<file path="src/rtl/qnn_bseg_unit.sv">
// Multi-cycle execution unit for the OP_BS segment-width config and packed inner-product ops.
// Define QNN_BSEG_SIGNED_EN for signed elements in IP (W=1 elements encode +/-1).
module qnn_bseg_unit #(
    parameter int XLEN = 64
) (
    input  logic            clk_i,
    input  logic            rstn_i,
    input  logic            valid_i,
    output logic            ready_o,
    input  logic [2:0]      funct3_i,
    input  logic [XLEN-1:0] rs1_data_i,
    input  logic [XLEN-1:0] rs2_data_i,
    input  logic [4:0]      rd_i,
    input  logic            kill_i,
    output logic            valid_o,
    input  logic            ready_i,
    output logic [XLEN-1:0] result_o,
    output logic [4:0]      rd_o,
    output logic            illegal_o
);
    localparam logic [2:0] F3_BS_SET = 3'd0;
    localparam logic [2:0] F3_BS_GET = 3'd1;
    localparam logic [2:0] F3_BS_IP  = 3'd2;

`ifdef QNN_BSEG_SIGNED_EN
    localparam logic SIGNED_EN = 1'b1;
`else
    localparam logic SIGNED_EN = 1'b0;
`endif

    typedef enum logic [1:0] {S_IDLE, S_BUSY, S_DONE} state_t;

    state_t          state, state_nxt;
    logic [1:0]      seg_log, op_seg;
    logic [XLEN-1:0] a_q, b_q, acc, acc_nxt, prod, imm_res;
    logic [4:0]      rd_q;
    logic [5:0]      cnt, last_idx;
    logic [3:0]      shamt;
    logic [15:0]     ea, eb, p16;
    logic            accept, last;

    assign ready_o = (state == S_IDLE) && !kill_i;
    assign valid_o = (state == S_DONE);
    assign accept  = valid_i && ready_o;
    assign shamt   = 4'd1 << op_seg;
    assign last    = (cnt == last_idx);
    assign acc_nxt = acc + prod;

    // Operands shift right by W each BUSY cycle, so the current element is always in the low bits.
    always_comb begin
        ea       = '0;
        eb       = '0;
        last_idx = 6'd63;
        unique case (op_seg)
            2'd0: begin
                ea       = {15'b0, a_q[0]};
                eb       = {15'b0, b_q[0]};
                last_idx = 6'd63;
            end
            2'd1: begin
                ea       = {{14{SIGNED_EN & a_q[1]}}, a_q[1:0]};
                eb       = {{14{SIGNED_EN & b_q[1]}}, b_q[1:0]};
                last_idx = 6'd31;
            end
            2'd2: begin
                ea       = {{12{SIGNED_EN & a_q[3]}}, a_q[3:0]};
                eb       = {{12{SIGNED_EN & b_q[3]}}, b_q[3:0]};
                last_idx = 6'd15;
            end
            2'd3: begin
                ea       = {{8{SIGNED_EN & a_q[7]}}, a_q[7:0]};
                eb       = {{8{SIGNED_EN & b_q[7]}}, b_q[7:0]};
                last_idx = 6'd7;
            end
        endcase
        // Low 16 bits of the product are the same for signed and unsigned operands.
        if (SIGNED_EN && op_seg == 2'd0)
            p16 = (a_q[0] == b_q[0]) ? 16'h0001 : 16'hFFFF;
        else
            p16 = ea * eb;
        prod = {{(XLEN-16){SIGNED_EN & p16[15]}}, p16};
    end

    always_comb begin
        imm_res = '0;
        if (funct3_i == F3_BS_SET)
            imm_res = {{(XLEN-2){1'b0}}, rs1_data_i[1:0]};
        else if (funct3_i == F3_BS_GET)
            imm_res = {{(XLEN-2){1'b0}}, seg_log};
    end

    always_ff @(posedge clk_i) begin
        if (!rstn_i)
            state <= S_IDLE;
        else
            state <= state_nxt;
    end

    always_comb begin
        state_nxt = state;
        unique case (state)
            S_IDLE:  if (accept) state_nxt = (funct3_i == F3_BS_IP) ? S_BUSY : S_DONE;
            S_BUSY:  if (last) state_nxt = S_DONE;
            S_DONE:  if (ready_i) state_nxt = S_IDLE;
            default: state_nxt = S_IDLE;
        endcase
        if (kill_i)
            state_nxt = S_IDLE;
    end

    always_ff @(posedge clk_i) begin
        if (!rstn_i) begin
            seg_log   <= '0;
            op_seg    <= '0;
            a_q       <= '0;
            b_q       <= '0;
            acc       <= '0;
            cnt       <= '0;
            rd_q      <= '0;
            result_o  <= '0;
            rd_o      <= '0;
            illegal_o <= 1'b0;
        end else if (accept) begin
            a_q    <= rs1_data_i;
            b_q    <= rs2_data_i;
            rd_q   <= rd_i;
            op_seg <= seg_log;
            acc    <= '0;
            cnt    <= '0;
            if (funct3_i != F3_BS_IP) begin
                result_o  <= imm_res;
                rd_o      <= rd_i;
                illegal_o <= (funct3_i > F3_BS_IP);
            end
            if (funct3_i == F3_BS_SET)
                seg_log <= rs1_data_i[1:0];
        end else if (state == S_BUSY && !kill_i) begin
            acc <= acc_nxt;
            cnt <= cnt + 6'd1;
            a_q <= a_q >> shamt;
            b_q <= b_q >> shamt;
            if (last) begin
                result_o  <= acc_nxt;
                rd_o      <= rd_q;
                illegal_o <= 1'b0;
            end
        end
    end
endmodule

</file>
<file path="config.mk">
export PLATFORM = sky130hd
export DESIGN_NAME = qnn_bseg_unit
export DESIGN_NICKNAME = d
export VERILOG_FILES = /design/src/rtl/qnn_bseg_unit.sv
export SDC_FILE = /design/constraint.sdc
export NUM_CORES = 1
export LEC_CHECK = 0
export ABC_AREA = 0
export BUFFER_PORTS_ARGS = -buffer_cell sky130_fd_sc_hd__buf_2
export CORE_ASPECT_RATIO = 0.6
export CORE_MARGIN = 2
export CORE_UTILIZATION = 64
export DETAILED_ROUTE_END_ITERATION = 10
export PLACE_DENSITY_LB_ADDON = 0.2
export SYNTH_ARGS = -nofsm -noshare
export SYNTH_HDL_FRONTEND = slang
export SYNTH_SLANG_ARGS = --single-unit
</file>
<file path="constraint.sdc">
create_clock -name clk_i -period 20 [get_ports clk_i]
set_clock_uncertainty 0.05 [all_clocks]
set_input_delay 2 -clock clk_i [delete_from_list [all_inputs] [get_ports clk_i]]
set_output_delay 2 -clock clk_i [all_outputs]
set_load 0.02 [all_outputs]
</file>
[Yosys cells after proc, flatten, opt, wreduce, memory -nomap -nowiden]
Cells that the tools add are included.
Word-level totals
  register bits: 279
  bits of input ports: 141
  output and inout port bits: 72
  word-level logic and storage cells: 72
Operators by class
  add/sub/neg operators: 2
  multiply operators: 1
  $lt $le $gt $ge: 1
  equal/unequal tests: 13
  shift-type cells: 3
  muxes and demuxes: 26
  bitwise operators: 1
  reductions and logical operators: 14
Operators with widths (number)
  64-bit 2-to-1 mux: 8
  16-bit case mux with 4 select lines: 2
  64-bit by 4-bit >> shifter with 64-bit output: 2
  64-bit by 16-bit adder with 64-bit output: 1
  6-bit case mux with 4 select lines: 1
  5-bit 2-to-1 mux: 4
  16-bit by 16-bit multiplier with 16-bit output: 1
  2-bit 2-to-1 mux: 6
  6-bit by 1-bit adder with 6-bit output (second input constant): 1
  2-bit equality test (second input constant): 3
  6-bit equality test: 1
  2-bit case mux with 3 select lines: 1
  3-bit AND reduction: 2
  2-bit by 1-bit equality test with 1-bit output (second input constant): 2
  2-bit zero test: 2
  1-bit 2-to-1 mux: 4
  2-bit by 1-bit != test with 1-bit output (second input constant): 2
  2-bit != test (second input constant): 2
  2-bit nonzero test: 2
  2-bit OR reduction: 2
  1-bit by 2-bit << shifter with 4-bit output (first input constant): 1
  3-bit by 1-bit equality test with 1-bit output (second input constant): 1
  3-bit by 2-bit equality test with 1-bit output (second input constant): 1
  3-bit by 2-bit > comparator with 1-bit output (second input constant): 1
  6 further kinds: 8

[Logic depth before layout (Yosys ltp)]
  depth in word-level cells: 7
  depth in mapped cells: 33
  mapped depth without buffers: 28

[Least setup slack after synthesis]
OpenSTA, ideal clock, no wires.
  kind: register -> register
  from: reg op_seg[0]
  to: reg acc[50]
  setup time: 0.128 ns
  data arrival time: 7.265 ns
  path slack: 12.557 ns
  cell stages (with the launch flop): 34
  clock period less this slack: 7.443 ns
  cells stage by stage: dfxtp_1 buf_2 and2_1 clkbuf_1 clkbuf_1 clkbuf_1 nand3_1 fa_1 fa_1 inv_1 ha_1 fa_1 ha_1 inv_1 fa_1 inv_1 ha_1 o21a_1 o31a_1 o211ai_1 nand2_1 a41oi_1 nor2b_1 xnor2_1 ha_1 a21oi_1 a21o_1 and2_1 clkbuf_1 nor3_1 clkbuf_1 nand4_1 xnor2_1 nor2_1
Between the ends
  word-level cells in the longest chain between the ends: 4
  elaborated cells on any way between the ends: 8
  classes of those cells: add/sub (1); mul (1); eq/ne (3); mux (2); reduce/logical (1)
Ends and longest elaborated chain
  from (decl): RTL line 34  | logic [1:0] seg_log, op_seg;
  from (signal assigned): RTL line 127  | op_seg <= seg_log;
  2-bit equality test (tied with other cells): RTL line 54  | unique case (op_seg)
  16-bit case mux with 4 select lines: RTL line 54
  16-bit by 16-bit multiplier with 16-bit output *: RTL line 80  | p16 = ea * eb;
  64-bit by 16-bit adder with 64-bit output *: RTL line 47  | assign acc_nxt = acc + prod;
  to (signal assigned): RTL line 138  | acc <= acc_nxt;
  to (decl): RTL line 35  | logic [XLEN-1:0] a_q, b_q, acc, acc_nxt, prod, imm_res;
Mark *: on every way between the ends. The rest lies on a longest branch, timed or not. The select of a mux whose other input is x is not followed.
A chain may end at the register's enable or synchronous reset.

[Worst setup path in the final report]
  from: reg op_seg[1]
  to: reg acc[31]
The elaborated chain is that of the path after synthesis.

==> run_results.csv <==
group,metric,value,unit
final_layout,drive_above_1_share,0.197,
route,ant_nets,0,
min_path,holdPathStages,2,
timing,min_period,8.82,ns
setup_path,max_stage_delay,0.88,ns
timing,worst_pin_slew,1.24,ns
clock_network,cts_setup_buffers,0,
setup_path,r2r-start,"op_seg[1]",
setup_path,crit_family,"adder cells",
timing,rsz0062_at_grt,"false",
timing,slew_headroom,0.170,
timing,layout_setup_ws,11.18,ns
timing,tns,0,ns
global_routing,grt_pass1_wl,86200,um
timing,hold_viol_final,0,
synthesis,synth.net_count,2288,
min_path,min_to,"acc[10]",
synthesis,syn_inst,2038,
timing,setup_violations,0,
setup_path,critPathSlowestCell,"dfxtp_4",
place,globalplace.congestion,0.991,
setup_path,reg2reg_depth,29,
final_layout,area_growth,10.5,%
die,rows,47,
clock_network,cts_tree,"built",
route,wl_per_cell,21.9,um
clock_network,clk_pin_slew,0.07,ns
die,initial_core_util,0.655,
clock_network,root_buffer,"clkbuf_16",
timing,fin_hold_ws,0.411,ns
synthesis,netlist_area,0.0182,mm^2
die,coreArea,0.0277,mm^2
final_layout,antennaDiodeCount,0,
clock_network,insertion_delay,0.58,ns
final_layout,nets,2373,
global_routing,antenna_found_initial,0,
die,num_io_pins,213,
die,dieArea,0.0298,mm^2
place,pre_cts_slack,11.42,ns
synthesis,async_flop_share,0,
route,drcViolationCount,0,
power_and_ir_drop,ir_drop,0.0786,mV
synthesis,synth_warnings,0,
synthesis,synth-seq-cells,279,
setup_path,arrival,9.17,ns
synthesis,synth.area.top_cells,"dfxtp_1, mux4_2, nor2_1, ha_1, fa_1",
min_path,holdCritStartpoint,"acc[10]",
setup_path,worst_setup_path_start_kind,"flop",
clock_network,cts.sinks,279,
timing,fmax,113,MHz
route,via_per_inst,6.74,
setup_path,path_max_fanout,73,
clock_network,postCtsHoldBufs,0,
setup_path,timing.rr.end,"acc[31]",
power_and_ir_drop,p_leak,0.00822,uW
final_layout,n_fill_cell,2113,
die,dieWidth,221,um
synthesis,synth_edf_count,0,
route,num_vias,16900,
global_routing,grt_max_degree,90,
power_and_ir_drop,powerDensity,61.9,mW/mm^2
synthesis,ys_types,74,
timing,slew_viol_final,0,
place,dp_cells,2460,
clock_network,ctsLongestPathBuffers,3,
synthesis,avgSynthCellArea,8.91,um^2
clock_network,cts-resized-gates,0,
final_layout,layout_common_cells,"nor2_1, dfxtp_1, buf_2",
synthesis,yosysSeqAreaShare,0.308,
clock_network,htree_levels,1,
setup_path,worstSetupPathType,"reg2reg",
synthesis,synth_top_area_frac,0.308,
synthesis,synthFlopType,"dfxtp_1",
route,drt_wl_total,55000,um
route,dr.pass1.iters,5,
route,drt_iter0_drc,2447,
clock_network,cts_buffers,28,
setup_path,critPathBufInv,5,
place,hpwl,38000,um
synthesis,yosys.area.top_type,"dfxtp_1",
flow_run,drv_cap,0,
global_routing,grt_usage,0.360,
global_routing,grt_pass1_vias,15500,
setup_path,regToRegSetupSlack,11.18,ns
setup_path,critical_path_required,20.35,ns
global_routing,overflow,0,
final_layout,final_common_cell,"nor2_1",
setup_path,end_kind,"flop",
timing,fin_crit_sh,0.441,
die,die_h,134,um
place,numPortBuffers,212,
min_path,hp-class,"reg2reg",
final_layout,instances_no_fill,2511,
status,status,"completed",
## worst min-delay path, stage by stage, from the launching register on
cell and delay (ns):
dfxtp_1 0.32, nand2_1 0.05, a21oi_1 0.05
## metal layers
metal  up-vias  routed length [um]  global-route usage  share of wire
met3       105                7420               0.101           0.13
met5         -                   0                   0              0
met1      8119               24000               0.560           0.44
met2      1159               22400               0.489           0.41
li1       7529                   -                   -              -
met4         0                1200              0.0859          0.022
## power breakdown
part           switching [uW]  leakage [uW]  internal [uW]
clock network             240      0.000434            292
logic                    58.4       0.00552           48.1
registers                31.3       0.00227            573
total                     329       0.00822            913
## cells by family after synthesis
kind of cell | after synthesis | synth area share
AOI/OAI and AO/OA | 350 | 0.133
xor gates and xnor gates | 120 | 0.0579
and+or+nand+nor | 785 | 0.207
adders and majority gates | 109 | 0.0900
muxes | 132 | 0.147
buffers and inverters | 263 | 0.0575
DFF | 279 | 0.308
## layout make-up
type                    instances  area [um^2]  share of cell area
flip-flops and latches        279         5590               0.279
well taps                     367          459              0.0229
inverters                      89          334              0.0167
clock buffers                  42          803              0.0400
multi-input cells            1496        11600               0.578
clock inverters                 9         93.8             0.00468
repair buffers                229         1190              0.0593
## metrics by stage
step,area (um^2),power [uW],util
2_1_floorplan,18200,672,-
3_3_place_gp,19200,713,0.692
3_5_place_dp,19200,717,0.692
4_1_cts,20100,1240,0.724
5_1_grt,20100,1270,0.724
6_report,20100,1240,0.724
## registers in the layout (all words and copies together) (netlist names), 5 cells and up
name	count
rd_q	5
rd_o	5
cnt	6
a_q	64
result_o	64
acc	64
b_q	64
## synthesized netlist by cell type, drive strengths merged (5+ instances only)
library cell and n:
nor2 352, dfxtp 279, o21a 10, buf 54, nor4 32, ha 73
a211oi 13, fa 36, nand3 64, or4 5, clkbuf 120, xnor2 74
or3 13, o2bb2ai 7, a21oi 108, a31oi 7, a22o 46, nor2b 8
o221ai 56, inv 89, and3 59, a21o 7, nor3 82, mux4 108
and4 8, mux2i 24, nand4 38, a222oi 5, and2 9, a22oi 5
o22ai 18, xor2 46, o21ai 45, or2 11, nand2 83, nand3b 7
## worst max path at each step
stage	startpoint	end	slack, ns	cells past startpoint
6_report	op_seg[1]	acc[31]	11.18	29
4_1_cts	op_seg[1]	acc[31]	11.35	29
5_1_grt	op_seg[1]	acc[31]	10.70	29
3_5_place_dp	op_seg[1]	acc[63]	11.42	29
2_1_floorplan	op_seg[0]	acc[50]	12.56	33
3_3_place_gp	op_seg[1]	acc[63]	11.66	29
(Power assumes the default switching activity.)
